## src/rtl/cla_nibble_subtractor_if.sv

```systemverilog
// Operand/result bundle for the nibble-serial subtractor.
// The requester drives start/a/b; the subtractor returns status and result.
interface cla_nibble_subtractor_if #(
   parameter int WIDTH = 16
);
   logic             start;
   logic [WIDTH-1:0] a;
   logic [WIDTH-1:0] b;
   logic             busy;
   logic             done;
   logic [WIDTH-1:0] diff;
   logic             borrow;
   logic             ovf;
   logic             zero;

   modport master (
      output start, a, b,
      input  busy, done, diff, borrow, ovf, zero
   );

   modport slave (
      input  start, a, b,
      output busy, done, diff, borrow, ovf, zero
   );
endinterface

```

## src/rtl/cla_nibble_subtractor.sv

```systemverilog
// Nibble-serial a - b through one 4-bit lookahead slice; latency NIB+1 edges from start.
// start is ignored while busy; results and flags hold until the next completion.
module cla_nibble_subtractor #(
   parameter int WIDTH = 16
) (
   input logic                    clk,
   input logic                    rst_n,
   cla_nibble_subtractor_if.slave bus
);
   localparam int NIB = WIDTH / 4;
   localparam int CW  = (NIB > 1) ? $clog2(NIB) : 1;
   localparam logic [CW-1:0] LAST = CW'(NIB - 1);

   typedef enum logic {S_IDLE, S_BUSY} state_t;

   state_t           r_state;
   logic [WIDTH-1:0] r_a, r_b, r_work, r_diff;
   logic [CW-1:0]    r_cnt;
   logic             r_carry, r_done, r_borrow, r_ovf, r_zero;

   logic [3:0]       w_x, w_y, w_p, w_g, w_s;
   logic [4:0]       w_c;
   logic [WIDTH-1:0] w_res;

   // Subtraction as x + ~y + carry; every carry is a flat function of p/g and c0.
   always_comb begin
      w_x    = r_a[{r_cnt, 2'b00} +: 4];
      w_y    = ~r_b[{r_cnt, 2'b00} +: 4];
      w_p    = w_x ^ w_y;
      w_g    = w_x & w_y;
      w_c[0] = r_carry;
      w_c[1] = w_g[0] | (w_p[0] & r_carry);
      w_c[2] = w_g[1] | (w_p[1] & w_g[0]) | (w_p[1] & w_p[0] & r_carry);
      w_c[3] = w_g[2] | (w_p[2] & w_g[1]) | (w_p[2] & w_p[1] & w_g[0])
             | (w_p[2] & w_p[1] & w_p[0] & r_carry);
      w_c[4] = w_g[3] | (w_p[3] & w_g[2]) | (w_p[3] & w_p[2] & w_g[1])
             | (w_p[3] & w_p[2] & w_p[1] & w_g[0])
             | (w_p[3] & w_p[2] & w_p[1] & w_p[0] & r_carry);
      w_s    = w_p ^ w_c[3:0];
      w_res  = r_work;
      w_res[{r_cnt, 2'b00} +: 4] = w_s;
   end

   always_ff @(posedge clk or negedge rst_n) begin
      if (!rst_n) begin
         r_state  <= S_IDLE;
         r_a      <= '0;
         r_b      <= '0;
         r_work   <= '0;
         r_diff   <= '0;
         r_cnt    <= '0;
         r_carry  <= 1'b0;
         r_done   <= 1'b0;
         r_borrow <= 1'b0;
         r_ovf    <= 1'b0;
         r_zero   <= 1'b0;
      end else begin
         r_done <= 1'b0;
         case (r_state)
            S_IDLE: begin
               if (bus.start) begin
                  r_a     <= bus.a;
                  r_b     <= bus.b;
                  r_carry <= 1'b1;
                  r_cnt   <= '0;
                  r_state <= S_BUSY;
               end
            end
            S_BUSY: begin
               r_work  <= w_res;
               r_carry <= w_c[4];
               r_cnt   <= r_cnt + 1'b1;
               // Last slice: publish the full result, including the nibble just formed.
               if (r_cnt == LAST) begin
                  r_diff   <= w_res;
                  r_borrow <= ~w_c[4];
                  r_ovf    <= (r_a[WIDTH-1] != r_b[WIDTH-1]) && (w_res[WIDTH-1] != r_a[WIDTH-1]);
                  r_zero   <= (w_res == '0);
                  r_done   <= 1'b1;
                  r_state  <= S_IDLE;
               end
            end
            default: r_state <= S_IDLE;
         endcase
      end
   end

   assign bus.busy   = (r_state == S_BUSY);
   assign bus.done   = r_done;
   assign bus.diff   = r_diff;
   assign bus.borrow = r_borrow;
   assign bus.ovf    = r_ovf;
   assign bus.zero   = r_zero;
endmodule
```

## src/flat_wrapper.sv

```systemverilog
// flat-port wrapper written by rule: the top's interface ports become plain ports
module cla_nibble_subtractor_flat 
#(
   parameter int WIDTH = 16
)
  (clk, rst_n, bus_start, bus_a, bus_b, bus_busy, bus_done, bus_diff, bus_borrow, bus_ovf, bus_zero);
  cla_nibble_subtractor_if #(.WIDTH(WIDTH)) bus_i ();
  input logic clk;
  input logic rst_n;
  input wire logic [$bits(bus_i.start)-1:0] bus_start;
  input wire logic [$bits(bus_i.a)-1:0] bus_a;
  input wire logic [$bits(bus_i.b)-1:0] bus_b;
  output wire logic [$bits(bus_i.busy)-1:0] bus_busy;
  output wire logic [$bits(bus_i.done)-1:0] bus_done;
  output wire logic [$bits(bus_i.diff)-1:0] bus_diff;
  output wire logic [$bits(bus_i.borrow)-1:0] bus_borrow;
  output wire logic [$bits(bus_i.ovf)-1:0] bus_ovf;
  output wire logic [$bits(bus_i.zero)-1:0] bus_zero;
  assign bus_i.start = bus_start;
  assign bus_i.a = bus_a;
  assign bus_i.b = bus_b;
  assign bus_busy = bus_i.busy;
  assign bus_done = bus_i.done;
  assign bus_diff = bus_i.diff;
  assign bus_borrow = bus_i.borrow;
  assign bus_ovf = bus_i.ovf;
  assign bus_zero = bus_i.zero;
  cla_nibble_subtractor #(.WIDTH(WIDTH)) u_core (.clk(clk), .rst_n(rst_n), .bus(bus_i));
endmodule
```

## config.mk

```make
export PLATFORM = sky130hd
export DESIGN_NAME = cla_nibble_subtractor_flat
export DESIGN_NICKNAME = d
export VERILOG_FILES = /design/src/rtl/cla_nibble_subtractor_if.sv /design/src/rtl/cla_nibble_subtractor.sv /design/src/flat_wrapper.sv
export SDC_FILE = /design/constraint.sdc
export NUM_CORES = 1
export LEC_CHECK = 0
export ABC_AREA = 1
export CORE_MARGIN = 3
export CORE_UTILIZATION = 55
export CTS_BUF_LIST = sky130_fd_sc_hd__clkbuf_2 sky130_fd_sc_hd__clkbuf_4 sky130_fd_sc_hd__clkbuf_8
export DETAILED_ROUTE_END_ITERATION = 8
export PLACE_DENSITY = 0.88
export SLEW_MARGIN = 20
export SYNTH_ARGS = -nofsm -noshare
export SYNTH_HDL_FRONTEND = slang
export SYNTH_SLANG_ARGS = --single-unit
```

## constraint.sdc

```tcl
create_clock -name clk -period 2.8 [get_ports clk]
set_input_delay 0.7 -clock clk [delete_from_list [all_inputs] [get_ports clk]]
set_output_delay 0.7 -clock clk [all_outputs]
set_load 0.05 [all_outputs]
```

==> results.tsv <==
stage	metric	value	unit
detailed_routing	drt_wl_total	7.29	mm
floorplanning	ios	56	
synth	synthArstFlopShare	1.00	
global_route	use_met2	0.349	
timing	drv_slew	0	
detailed_routing	drcViolationCount	0	
timing	fmax	0.394	GHz
clocking	cts_htree_levels	3	
global_route	grt.total_usage	0.215	
synth	syn_inst	388	
synth	synth-main-ff-cell	dfrtp_1	
critical_path	r2r_cells	13	
placement	dp_hpwl	5.52	mm
critical_path	cp_data_arrival_time	2830	ps
critical_path	crit_buf_inv	2	
placement	numPortBuffers	55	
status	status	finished clean	
global_route	antenna_found_initial	0	
timing	setup_slack	261	ps
timing	finalCritPeriodShare	0.907	
global_route	use_met1	0.281	
synth	yosys.cell_count.top_type	nand2_1	
clocking	cts_tree	yes	
detailed_routing	drt_first_pass_iters	6	
global_route	grt_max_degree	34	
clocking	cts.path.max_buffers	2	
finish	n_antenna_cell	0	
floorplanning	die_x	85.5	µm
timing	tightest_slew	499	ps
finish	areaGrowthSynthToFinish	24.0	%
critical_path	cp_slowest_cell	dfrtp_1	
critical_path	critPathMaxStageDelay	480	ps
synth	ys_top_cells_by_area	dfrtp_1, nand2_1, mux2_2, ha_1, nor2_1	
global_route	top_usage_layer	met2	
placement	routabilityCongestion	0.897	
placement	post_dp_cell_area	0.00412	mm²
detailed_routing	postRouteAntennaNets	0	
clocking	cts_buffers	9	
flow_run	drv_cap	0	
floorplanning	row_count	28	
floorplanning	core-area	0.00603	mm²
timing	fin_skew	7.26	ps
pwr	powerDensity	1370	mW/mm²
synth	avgSynthCellArea	8.96	µm²
global_route	met3_usage	0.0576	
timing	max-slew-margin-rel	0.666	
critical_path	crit_required	3090	ps
critical_path	crit_fanout	14	
critical_path	timing.rr.start	u_core.r_cnt[1]$_DFFE_PN0P_	
synth	synth_nets	434	
critical_path	r2r-end	u_core.bus.zero$_DFFE_PN0P_	
floorplanning	die_area	0.00731	mm²
global_route	grt_remaining_overflow	0	
global_route	grt_pass1_wl	12.6	mm
synth	netlist_area	0.00348	mm²
finish	drive_above_1_share	0.156	
pwr	p_leak	2.10	nW
detailed_routing	vias_per_cell	5.38	
synth	yosys_warnings	0	
pwr	vdd_ir_drop_max	0.888	mV
synth	ys_seq_area_frac	0.511	
critical_path	path_cells	clkinvlp_4 > a32oi_1 > inv_1 > fa_1 > nand2_1 > nand2_2 > a21boi_2 > nand2_1 > nor2_1 > nand3_1 > nor2_1 > nand3_1 > nand2_1	
synth	synth_seq_cells	71	
global_route	grt_pass1_vias	2771	
hold_path	hp-class	in -> async	
synth	synth_common_cells	nand2_1, dfrtp_1, mux2_2, nor2_1, inv_1	
synth	synth_cell_types	24	
critical_path	cp_top_family	simple AND/OR/NAND/NOR gates	
clocking	clock-root-buffer	clkbuf_8	
clocking	cts_sinks	71	
floorplanning	start_util	0.577	
detailed_routing	drt_iter0_markers	195	
synth	synth_edf_count	0	
clocking	path_clk_slew	70	ps
critical_path	cp-start-kind	register	
timing	finalSetupViolCount	0	
critical_path	crit_top_cell	nand2_1	
synth	netlist.area_leader.share	0.511	
clocking	worst_skew_pair.late_latency	340	ps
finish	design_area	0.00431	mm²
placement	pre_cts_ws	231	ps
detailed_routing	num_vias	2848	
timing	fin_crit	2540	ps
synth	synth_top_cell_by_area	dfrtp_1	
timing	finalHoldViolCount	0	
detailed_routing	avgRoutedWirePerCell	13.8	µm
finish	fin_nets	497	
critical_path	r2r_slack	260	ps
critical_path	worstSetupPathType	reg -> reg	
critical_path	end_kind	register	
floorplanning	die_h	85.5	µm
==> report_power, final <==
group	switching, mW	internal (mW)
registers	0.261	1.48
clock network	0.345	0.379
logic	2.16	1.27
total	2.76	3.13
==> worst reg2reg max path, delay by kind of cell (launching register included) <==
kind | cells | cell delay, ps
simple gates | 8 | 700
compound gates | 2 | 520
flops | 1 | 480
fa+ha+maj | 1 | 430
buf+inv | 2 | 370
==> worst max path at each step <==
stage               cells past startpoint                          end                        start  slack (ps)
detailed placement                     15  u_core.bus.zero$_DFFE_PN0P_  u_core.r_cnt[1]$_DFFE_PN0P_         230
global placement                       15  u_core.bus.zero$_DFFE_PN0P_  u_core.r_cnt[1]$_DFFE_PN0P_         350
CTS                                    15  u_core.bus.zero$_DFFE_PN0P_  u_core.r_cnt[1]$_DFFE_PN0P_         210
global route                           13  u_core.bus.zero$_DFFE_PN0P_  u_core.r_cnt[1]$_DFFE_PN0P_          -7
floorplan                              16  u_core.bus.zero$_DFFE_PN0P_  u_core.r_cnt[0]$_DFFE_PN0P_         410
finish                                 13  u_core.bus.zero$_DFFE_PN0P_  u_core.r_cnt[1]$_DFFE_PN0P_         260
==> stage by stage <==
step	power [mW]	util	setup TNS [ps]	hold WS [ps]	cells
final	5.89	0.716	0	278	529
after global routing	6.41	0.716	-7.47	309	529
after CTS	5.88	0.713	0	283	527
after detailed placement	5.14	0.684	0	469	513
after global placement	5.02	0.684	0	462	513
after floorplan	4.22	-	0	404	388
==> layer usage <==
layer	routed length [µm]	vias to the layer above
met4	114	0
met1	3170	1343
met5	0	-
li1	-	1390
met3	459	11
met2	3540	104
==> flip-flops by register name, summed over array words and instances (netlist names) <==
signal and count:
u_core.bus.diff 16, u_core.r_a 16, u_core.r_b 16, u_core.r_work 15
u_core.r_cnt 2, u_core.bus.borrow 1, u_core.bus.busy 1, u_core.bus.done 1
u_core.bus.ovf 1, u_core.bus.zero 1, u_core.r_carry 1
==> cells by family (layout without fill, tap and decap cells) <==
group / after synthesis / in the layout / share of synthesized area
and+or+nand+nor: 180 / 180 / 0.215
DFF: 71 / 71 / 0.511
AOI/OAI and AO/OA: 48 / 48 / 0.0788
buffers and inverters: 47 / 113 / 0.0532
muxes: 31 / 31 / 0.100
adders and majority gates: 11 / 11 / 0.0417
==> repair_timing <==
item / CTS / global route
endpoints found under the setup margin: 0 / 2
resized for setup: 0 / 1
hold buffers: 0 / 0
setup buffers: 0 / 2
==> area by class of cell <==
type / count / area [µm²]
sequential: 71 / 1780
fill: 474 / 1710
multi-input combinational: 270 / 1520
timing repair buffer: 66 / 628
clock buffer: 13 / 166
inverter: 33 / 128
tap: 75 / 93.8
clock inverter: 1 / 5.00
==> cell usage in the layout, fill, tap and decap left out <==
| master | synthesis | routed |
|---|---|---|
| nand2_1 | 117 | 117 |
| dfrtp_1 | 71 | 71 |
| clkdlybuf4s50_1 | 0 | 54 |
| nor2_1 | 31 | 31 |
| mux2_2 | 31 | 31 |
| inv_1 | 30 | 29 |
| o21ai_0 | 20 | 20 |
| nand3_1 | 15 | 15 |
| clkbuf_8 | 0 | 11 |
| buf_4 | 0 | 11 |
| ha_1 | 10 | 10 |
| a21oi_1 | 9 | 9 |
| nand4_1 | 8 | 8 |
| o21ai_1 | 6 | 6 |
| o22ai_1 | 4 | 4 |
| nor2_2 | 4 | 4 |
| a31oi_1 | 4 | 4 |
| inv_2 | 3 | 3 |
| nand3_2 | 3 | 3 |
| a32o_1 | 2 | 2 |
| a32oi_1 | 2 | 2 |
| nand2_2 | 2 | 2 |
| clkbuf_4 | 0 | 2 |
| clkinvlp_4 | 0 | 1 |
| a21boi_2 | 1 | 1 |
| fa_1 | 1 | 1 |
| clkinv_2 | 0 | 1 |
| buf_2 | 7 | 1 |
(Power assumes the default switching activity.)
